[src/rtl/core_issue_ctrl.sv]
// core_issue_ctrl: in-order 2-wide issue decision for the backend.
// Consumes the frontend's decoded window, tracks long-latency writers in a
// register busy-scoreboard, and registers the issued group for execute.
module core_issue_ctrl #(
    parameter int REG_NUM  = 32,
    parameter int REG_W    = 5,
    parameter int WB_PORTS = 2
) (
    input  logic                               clk,
    input  logic                               rst_n,
    input  logic                               flush_i,
    input  logic [1:0]                         inst_valid_i,
    input  logic [1:0][1:0][REG_W-1:0]         r_reg_i,
    input  logic [1:0][REG_W-1:0]              w_reg_i,
    input  logic [1:0]                         long_lat_i,
    input  logic [1:0]                         single_i,
    input  logic                               ex_ready_i,
    input  logic [WB_PORTS-1:0]                wb_valid_i,
    input  logic [WB_PORTS-1:0][REG_W-1:0]     wb_reg_i,
    output logic [1:0]                         issue_o,
    output logic [1:0]                         ex_valid_o,
    output logic [REG_NUM-1:0]                 sb_busy_o
);

    logic [REG_NUM-1:0] sb_busy;
    logic [REG_NUM-1:0] sb_next;
    logic [REG_NUM-1:0] wb_hit;
    logic [REG_NUM-1:0] eff_busy;
    logic [1:0]         ex_valid;
    logic [1:0]         hz;
    logic               pair_dep;

    // A nonzero register is busy unless a writeback for it arrives this cycle.
    function automatic logic reg_busy(input logic [REG_NUM-1:0] busy_vec,
                                      input logic [REG_W-1:0]   idx);
        return (idx != '0) && busy_vec[idx];
    endfunction

    // Decode this cycle's writebacks into a per-register hit vector.
    always_comb begin
        // NOTE: every always_comb output gets a default first so no path leaves it unassigned (no latch).
        wb_hit = '0;
        for (int k = 0; k < WB_PORTS; k++) begin
            if (wb_valid_i[k]) wb_hit[wb_reg_i[k]] = 1'b1;
        end
    end

    assign eff_busy = sb_busy & ~wb_hit;

    // Per-slot RAW/WAW hazards against the scoreboard, plus the intra-pair dependency.
    always_comb begin
        for (int p = 0; p < 2; p++) begin
            hz[p] = reg_busy(eff_busy, r_reg_i[p][0])
                  | reg_busy(eff_busy, r_reg_i[p][1])
                  | reg_busy(eff_busy, w_reg_i[p]);
        end
        pair_dep = (w_reg_i[0] != '0) &&
                   ((w_reg_i[0] == r_reg_i[1][0]) ||
                    (w_reg_i[0] == r_reg_i[1][1]) ||
                    (w_reg_i[0] == w_reg_i[1]));
    end

    // Issue acknowledge: slot1 can only go together with slot0.
    always_comb begin
        issue_o[0] = rst_n & inst_valid_i[0] & ex_ready_i & ~flush_i & ~hz[0];
        issue_o[1] = issue_o[0] & inst_valid_i[1] & ~single_i[0] & ~single_i[1]
                   & ~hz[1] & ~pair_dep;
    end

    // Next scoreboard: writebacks clear first, then issuing long-latency writers set.
    always_comb begin
        sb_next = sb_busy & ~wb_hit;
        for (int p = 0; p < 2; p++) begin
            if (issue_o[p] && long_lat_i[p] && (w_reg_i[p] != '0))
                sb_next[w_reg_i[p]] = 1'b1;
        end
        sb_next[0] = 1'b0;
    end

    // Scoreboard and execute-stage issue register; flush leaves the scoreboard intact.
    always_ff @(posedge clk) begin
        // NOTE: sequential state uses non-blocking assignments so all registers update from pre-edge values.
        if (!rst_n) begin
            sb_busy  <= '0;
            ex_valid <= '0;
        end else begin
            sb_busy <= sb_next;
            if (flush_i)         ex_valid <= 2'b00;
            else if (ex_ready_i) ex_valid <= issue_o;
        end
    end

    assign ex_valid_o = ex_valid;
    assign sb_busy_o  = sb_busy;

    // The frontend window is packed from slot0; a lone slot1 is illegal.
    a_no_lone_slot1: assert property (@(posedge clk) disable iff (!rst_n)
                                      inst_valid_i != 2'b10);
    // Issue stays in order.
    a_no_issue_10: assert property (@(posedge clk) disable iff (!rst_n)
                                    issue_o != 2'b10);

endmodule

[config.mk]
export PLATFORM = sky130hd
export DESIGN_NAME = core_issue_ctrl
export DESIGN_NICKNAME = d
export VERILOG_FILES = /design/src/rtl/core_issue_ctrl.sv
export SDC_FILE = /design/constraint.sdc
export NUM_CORES = 1
export LEC_CHECK = 0
export ABC_AREA = 1
export BUFFER_PORTS_ARGS = -buffer_cell sky130_fd_sc_hd__buf_2
export CAP_MARGIN = 20
export CORE_AREA = 2 2 97 99
export DETAILED_ROUTE_END_ITERATION = 6
export DIE_AREA = 0 0 99 101
export GPL_TIMING_DRIVEN = 0
export PLACE_DENSITY = 0.76
export SLEW_MARGIN = 20
export SYNTH_ARGS = -nofsm -noshare
export SYNTH_HDL_FRONTEND = slang
export SYNTH_SLANG_ARGS = --single-unit
[constraint.sdc]
create_clock -name clk -period 3.4 [get_ports clk]
set_clock_uncertainty 0.15 [all_clocks]
set_input_delay 0.68 -clock clk [delete_from_list [all_inputs] [get_ports clk]]
set_output_delay 0.68 -clock clk [all_outputs]
set_load 0.01 [all_outputs]
==> results of run 1 <==
## power by group through the flow
stage | clock (mW) | sequential (mW) | combinational [mW]
floorplan | 0 | 0.396 | 0.244
finish | 0.462 | 0.387 | 0.443
global route | 0.472 | 0.387 | 0.481
detailed placement | 0 | 0.396 | 0.350
global placement | 0 | 0.396 | 0.346
CTS | 0.456 | 0.387 | 0.376
## critical path: cells and delay by family
family          cells  cell delay [ps]
simple gates       11             1130
buf+inv             6              780
compound gates      1              120
## how the worst min path moves through the flow
stage	start	endpoint	slack, ps	depth (start not counted)
floorplan	ex_valid_o[1]	ex_valid_o[1]	390	2
global placement	ex_valid_o[1]	ex_valid_o[1]	360	2
detailed placement	ex_valid_o[1]	ex_valid_o[1]	380	2
CTS	ex_valid_o[1]	ex_valid_o[1]	400	2
global route	ex_valid_o[1]	ex_valid_o[1]	440	2
finish	ex_valid_o[1]	ex_valid_o[1]	410	2
## layout by cell type (no fill, tap or decap), drive strengths merged
| master | count |
|---|---|
| o21ai | 19 |
| nor2 | 232 |
| and3 | 2 |
| clkinv | 1 |
| nand4 | 11 |
| xnor2 | 5 |
| diode | 1 |
| bufinv | 2 |
| nand2 | 348 |
| inv | 79 |
| a21boi | 4 |
| nand3 | 139 |
| clkbuf | 22 |
| nor3 | 6 |
| o211ai | 6 |
| conb | 1 |
| o22ai | 2 |
| xor2 | 4 |
| dfxtp | 33 |
| buf | 135 |
| or2 | 1 |
| a21oi | 23 |
| a22oi | 1 |
| o21bai | 3 |
| o21a | 1 |
## cell families after synthesis
group | count (synthesis)
buffers and inverters | 110
other | 1
AO/OA/AOI/OAI | 59
AND/OR/NAND/NOR | 739
XOR/XNOR | 9
flip-flops | 33
## sequential cells by signal, summed over array words and instances, names as in the netlist
signal,flops
ex_valid_o,2
sb_busy_o,31
## metrics by stage
| step | total power [mW] | utilization |
|---|---|---|
| after global routing | 1.340 | 0.7146 |
| after detailed placement | 0.7456 | 0.5677 |
| after global placement | 0.7424 | 0.5677 |
| final | 1.293 | 0.7148 |
| after floorplan | 0.6402 | - |
| after CTS | 1.219 | 0.6551 |
## per-layer routing
layer,vias to the layer above,part of all wire,track usage
li1,3254,-,-
met3,200,0.15,0.09917
met4,0,0.086,0.2360
met2,668,0.41,0.6206
met5,-,0,0
met1,3159,0.35,0.5415
## timing repair
item                                   4_1_cts  5_1_grt
pin swaps                                   21       43
setup endpoints to repair                    2        2
buffers inserted                            24       23
hold buffers                                 0        0
gates resized for setup                    102      105
endpoints found under the hold margin        0        0
## layout make-up
class	count	area, um2
multi-input cells	808	4144
fillers	794	2560
repair buffers	122	868.3
flip-flops and latches	33	660.6
inverters	79	306.5
plain buffers	30	162.7
well taps	111	138.9
clock buffers	5	68.82
clock inverters	3	65.06
diodes	1	2.502
==> results.sh, run 1 <==
export IMPL_synthTopCellsByCount="nand2_1 (348), nor2_1 (227), nand3_1 (133)"
export IMPL_place_gp_congestion=1.062
export IMPL_path_clk_slew_ps=80
export IMPL_cts_made_buffers=5
export IMPL_p_int_mw=0.8218
export IMPL_design_area_um2=6417
export IMPL_async_flop_share=0
export IMPL_totalWireLength_um=23110
export IMPL_synth_top_area_frac=0.2851
export IMPL_crit_required_ps=2570
export IMPL_placedInstanceArea_um2=5096
export IMPL_r2r_start="sb_busy_o[3]"
export IMPL_io_pins=88
export IMPL_synth_top_family_by_area="simple AND/OR/NAND/NOR gates"
export IMPL_cp_endpoint="issue_o[1]"
export IMPL_place_inst=1137
export IMPL_synth_most_common_cell="nand2_1"
export IMPL_cp_slowest_stage_delay_ps=270
export IMPL_critPathLaunch="wb_reg_i[8]"
export IMPL_yosys_top_cells_area="nand2_1 (29%), nor2_1 (19%), nand3_1 (15%)"
export IMPL_post_synth_fa_ha_maj_area_fraction=0
export IMPL_sequentialPowerShare=0.299
export IMPL_rows=35
export IMPL_cp_max_fo=6
export IMPL_ys_ff_latch=33
export IMPL_synth_ff_type="dfxtp_1"
export IMPL_relSlewSlack=0.6250
export IMPL_yosys_area_share_simple=0.6647
export IMPL_track_usage=0.4137
export IMPL_synth_compound_area_frac=0.07318
export IMPL_drt_pass1_iter_count=7
export IMPL_htreeDepth=2
export IMPL_arrival_ps=2690
export IMPL_cp_end_kind="output pin"
export IMPL_grt_pass1_wl_um=32210
export IMPL_violations="DRC, setup timing"
export IMPL_swShare=0.3644
export IMPL_dp_slack_ps=-743.0
export IMPL_r2r_cells=17
export IMPL_path_cells="buf_2 > inv_1 > nand3_1 > inv_1 > nand2_1 > nand3_4 > buf_4 > nand2_1 > nand3_1 > o21ai_1 > nor2_1 > nor2_1 > nand2_1 > nand2_1 > nor2_4 > nand2_2 > inv_2 > buf_6"
export IMPL_r2r_end="sb_busy_o[8]"
export IMPL_layout_drive_gt1_share=0.2630
export IMPL_yosysTopAreaCell="nand2_1"
export IMPL_drt_iter0_drc=1187
export IMPL_insertion_delay_ps=310
export IMPL_areaGrowthSynthToFinish_pct=40.06
export IMPL_clock_sinks=33
export IMPL_wire_per_inst_um=19.38
export IMPL_power_switching_mw=0.4712
export IMPL_synth_avg_cell_area_um2=4.818
export IMPL_routed_via_density=6.108
export IMPL_core_area_um2=8977
export IMPL_synth_edff_count=0
export IMPL_hpwl_um=14180
export IMPL_layout_nets=1131
export IMPL_fmax_mhz=284.0
export IMPL_drc=1
export IMPL_drv_slew=0
export IMPL_start_kind="input pin"
export IMPL_tightest_slew_ps=560.5
export IMPL_setup_slack_ps=-121.4
export IMPL_status="finished, violations left"
export IMPL_yosys_warnings=0
export IMPL_synth_area_mux_share=0
export IMPL_postRouteAntennaNets=0
export IMPL_grt_pass1_vias=6181
export IMPL_drv_max_cap_violation_count=0
export IMPL_p_clk_frac=0.358
export IMPL_tns_ps=-155.7
export IMPL_layout_cells_non_filler=1192
export IMPL_grt_max_degree=12
export IMPL_synth_area_um2=4582
export IMPL_worstSetupPathType="input pin to output pin"
export IMPL_reg2reg_slack_ps=730
export IMPL_finalSetupViolations=2
export IMPL_cpMostUsedCell="nand2_1"
export IMPL_p_per_area_nw_per_um2=201.5
export IMPL_cpMaxStageDelayCell="nand3_1"
export IMPL_synth_nets=1003
export IMPL_p_comb_frac=0.343
export IMPL_dieWidth_um=99
export IMPL_period_share=1.036
export IMPL_p_leak_nw=2.997
export IMPL_antenna_found_initial=1
export IMPL_fin_crit_ps=3521
export IMPL_vias=7281
export IMPL_die_area_um2=9999
export IMPL_start_util=0.5104
export IMPL_cts_max_path_buffers=2
export IMPL_portBuffers=75
export IMPL_netlist_instances=951
export IMPL_holdWs_ps=414.3
export IMPL_synth_seq_area_share=0.1442
export IMPL_ir_drop_v=0.0001599
export IMPL_cts_root_buf="clkbuf_8"
export IMPL_die_y_um=101
export IMPL_cts_tree="built"
export IMPL_synthXorXnorAreaFrac=0.01720
export IMPL_hold_viol=0
export IMPL_grt_overflow_total=0
export IMPL_hold_class="flop to flop"
export IMPL_ys_types=31
(Power assumes the default switching activity.)
==> inputs of run 2 (changes only) <==
==> constraint.sdc (replaced) <==
create_clock -name clk -period 4.4 [get_ports clk]
set_clock_uncertainty 0.15 [all_clocks]
set_input_delay 0.88 -clock clk [delete_from_list [all_inputs] [get_ports clk]]
set_output_delay 0.88 -clock clk [all_outputs]
set_load 0.01 [all_outputs]
==> results.sh, run 2 (same netlist as run 1, synthesis figures left out) <==
export IMPL_r2r_cells=17
export IMPL_cp_end_kind="output pin"
export IMPL_start_util=0.5104
export IMPL_dieWidth_um=99
export IMPL_period_share=0.9920
export IMPL_cts_root_buf="clkbuf_8"
export IMPL_relSlewSlack=0.5876
export IMPL_insertion_delay_ps=300
export IMPL_final_cell_mix="nand2_1 (342), nor2_1 (219), nand3_1 (117)"
export IMPL_drt_iter0_drc=1172
export IMPL_track_usage=0.3869
export IMPL_routed_via_density=5.870
export IMPL_die_y_um=101
export IMPL_status="finished, violations left"
export IMPL_layout_cells_non_filler=1150
export IMPL_worstSetupPathType="input pin to output pin"
export IMPL_die_area_um2=9999
export IMPL_num_antenna_cells=0
export IMPL_violations="DRC"
export IMPL_grt_pass1_wl_um=30040
export IMPL_drv_slew=0
export IMPL_ir_drop_v=0.0001189
export IMPL_clock_sinks=33
export IMPL_cts_made_buffers=5
export IMPL_p_leak_nw=2.668
export IMPL_vias=6750
export IMPL_dp_slack_ps=-143.0
export IMPL_p_per_area_nw_per_um2=174.1
export IMPL_place_inst=1137
export IMPL_hold_class="flop to flop"
export IMPL_wire_per_inst_um=17.37
export IMPL_hold_viol=0
export IMPL_fin_crit_ps=4365
export IMPL_hpwl_um=14180
export IMPL_cts_max_path_buffers=2
export IMPL_portBuffers=75
export IMPL_path_clk_slew_ps=80
export IMPL_areaGrowthSynthToFinish_pct=18.16
export IMPL_layout_nets=1090
export IMPL_grt_max_degree=12
export IMPL_tightest_slew_ps=616.3
export IMPL_p_total_mw=0.9425
export IMPL_place_gp_congestion=1.062
export IMPL_finalSetupViolations=0
export IMPL_setup_slack_ps=35.03
export IMPL_layout_drive_gt1_share=0.1453
export IMPL_cp_max_fo=10
export IMPL_start_kind="input pin"
export IMPL_largest_register_ffs=31
export IMPL_htreeDepth=2
export IMPL_io_pins=88
export IMPL_cts_tree="built"
export IMPL_antenna_found_initial=0
export IMPL_hold_depth=2
export IMPL_core_area_um2=8977
export IMPL_placedInstanceArea_um2=5096
export IMPL_drc=11
export IMPL_drv_max_cap_violation_count=0
export IMPL_crit_required_ps=3370
export IMPL_arrival_ps=3330
export IMPL_drt_pass1_iter_count=7
export IMPL_totalWireLength_um=19980
export IMPL_rows=35
export IMPL_design_area_um2=5414
export IMPL_grt_pass1_vias=5741
export IMPL_postRouteAntennaNets=0
export IMPL_fmax_mhz=229.1
export IMPL_grt_overflow_total=0
export IMPL_layout_commonest_cell="nand2_1"
==> run 2: power by group <==
group	internal [mW]	switching, mW	total (mW)	leakage (nW)
combinational	0.0910	0.197	0.288	2.33
clock	0.225	0.131	0.356	0.0681
sequential	0.299	0.000243	0.299	0.266
==> run 2: timing repair <==
action                                  4_1_cts  5_1_grt
pin swaps                                     0        2
hold buffers                                  0        0
endpoints found under the setup margin        2        2
gates resized for setup                       6       32
setup buffers                                 0        5
==> run 2: through the flow <==
| step | TNS [ps] | hold WS (ps) | utilization |
|---|---|---|---|
| 3_3_place_gp | -138.3 | 358.1 | 0.5677 |
| 4_1_cts | 0 | 398.1 | 0.5856 |
| 5_1_grt | -41.68 | 439.7 | 0.6031 |
| 6_report | 0 | 399.1 | 0.6031 |
| 3_5_place_dp | -183.5 | 381.9 | 0.5677 |
| 2_1_floorplan | 0 | 390.6 | - |
==> run 2: path summary, 6_finish.rpt <==
check | end | slack, ps | from
setup / recovery | issue_o[1] | 40 | wb_reg_i[0]
hold / removal | ex_valid_o[1] | 400 | ex_valid_o[1]
setup reg to reg | sb_busy_o[8] | 1700 | sb_busy_o[2]
hold reg to reg | ex_valid_o[1] | 400 | ex_valid_o[1]
==> run 2: final cells by class <==
| cell class | instances | area, um2 |
|---|---|---|
| buffer | 31 | 162.7 |
| clock buffer | 5 | 68.82 |
| clock inverter | 3 | 65.06 |
| fill | 1001 | 3563 |
| inverter | 79 | 296.5 |
| multi-input combinational | 808 | 3608 |
| sequential | 33 | 660.6 |
| tap | 111 | 138.9 |
| timing repair buffer | 80 | 412.9 |
==> run 2: critical path: stages <==
cell and delay [ps]:
buf_2 150, nand2_1 80, nor2_2 320, nand2_1 140, nand3_2 300, nand2_1 90
nand2_1 90, o21ai_1 50, nand2_1 90, nor2_1 40, nand3_1 120, nand3_1 190
nor2_4 280, buf_4 240, nand2_1 80, inv_1 50, buf_2 120
==> run 2: routing by layer <==
layer	global-route usage	part of all wire
met1	0.5126	0.38
met2	0.5733	0.41
met3	0.08877	0.14
met4	0.2255	0.069
met5	0	0
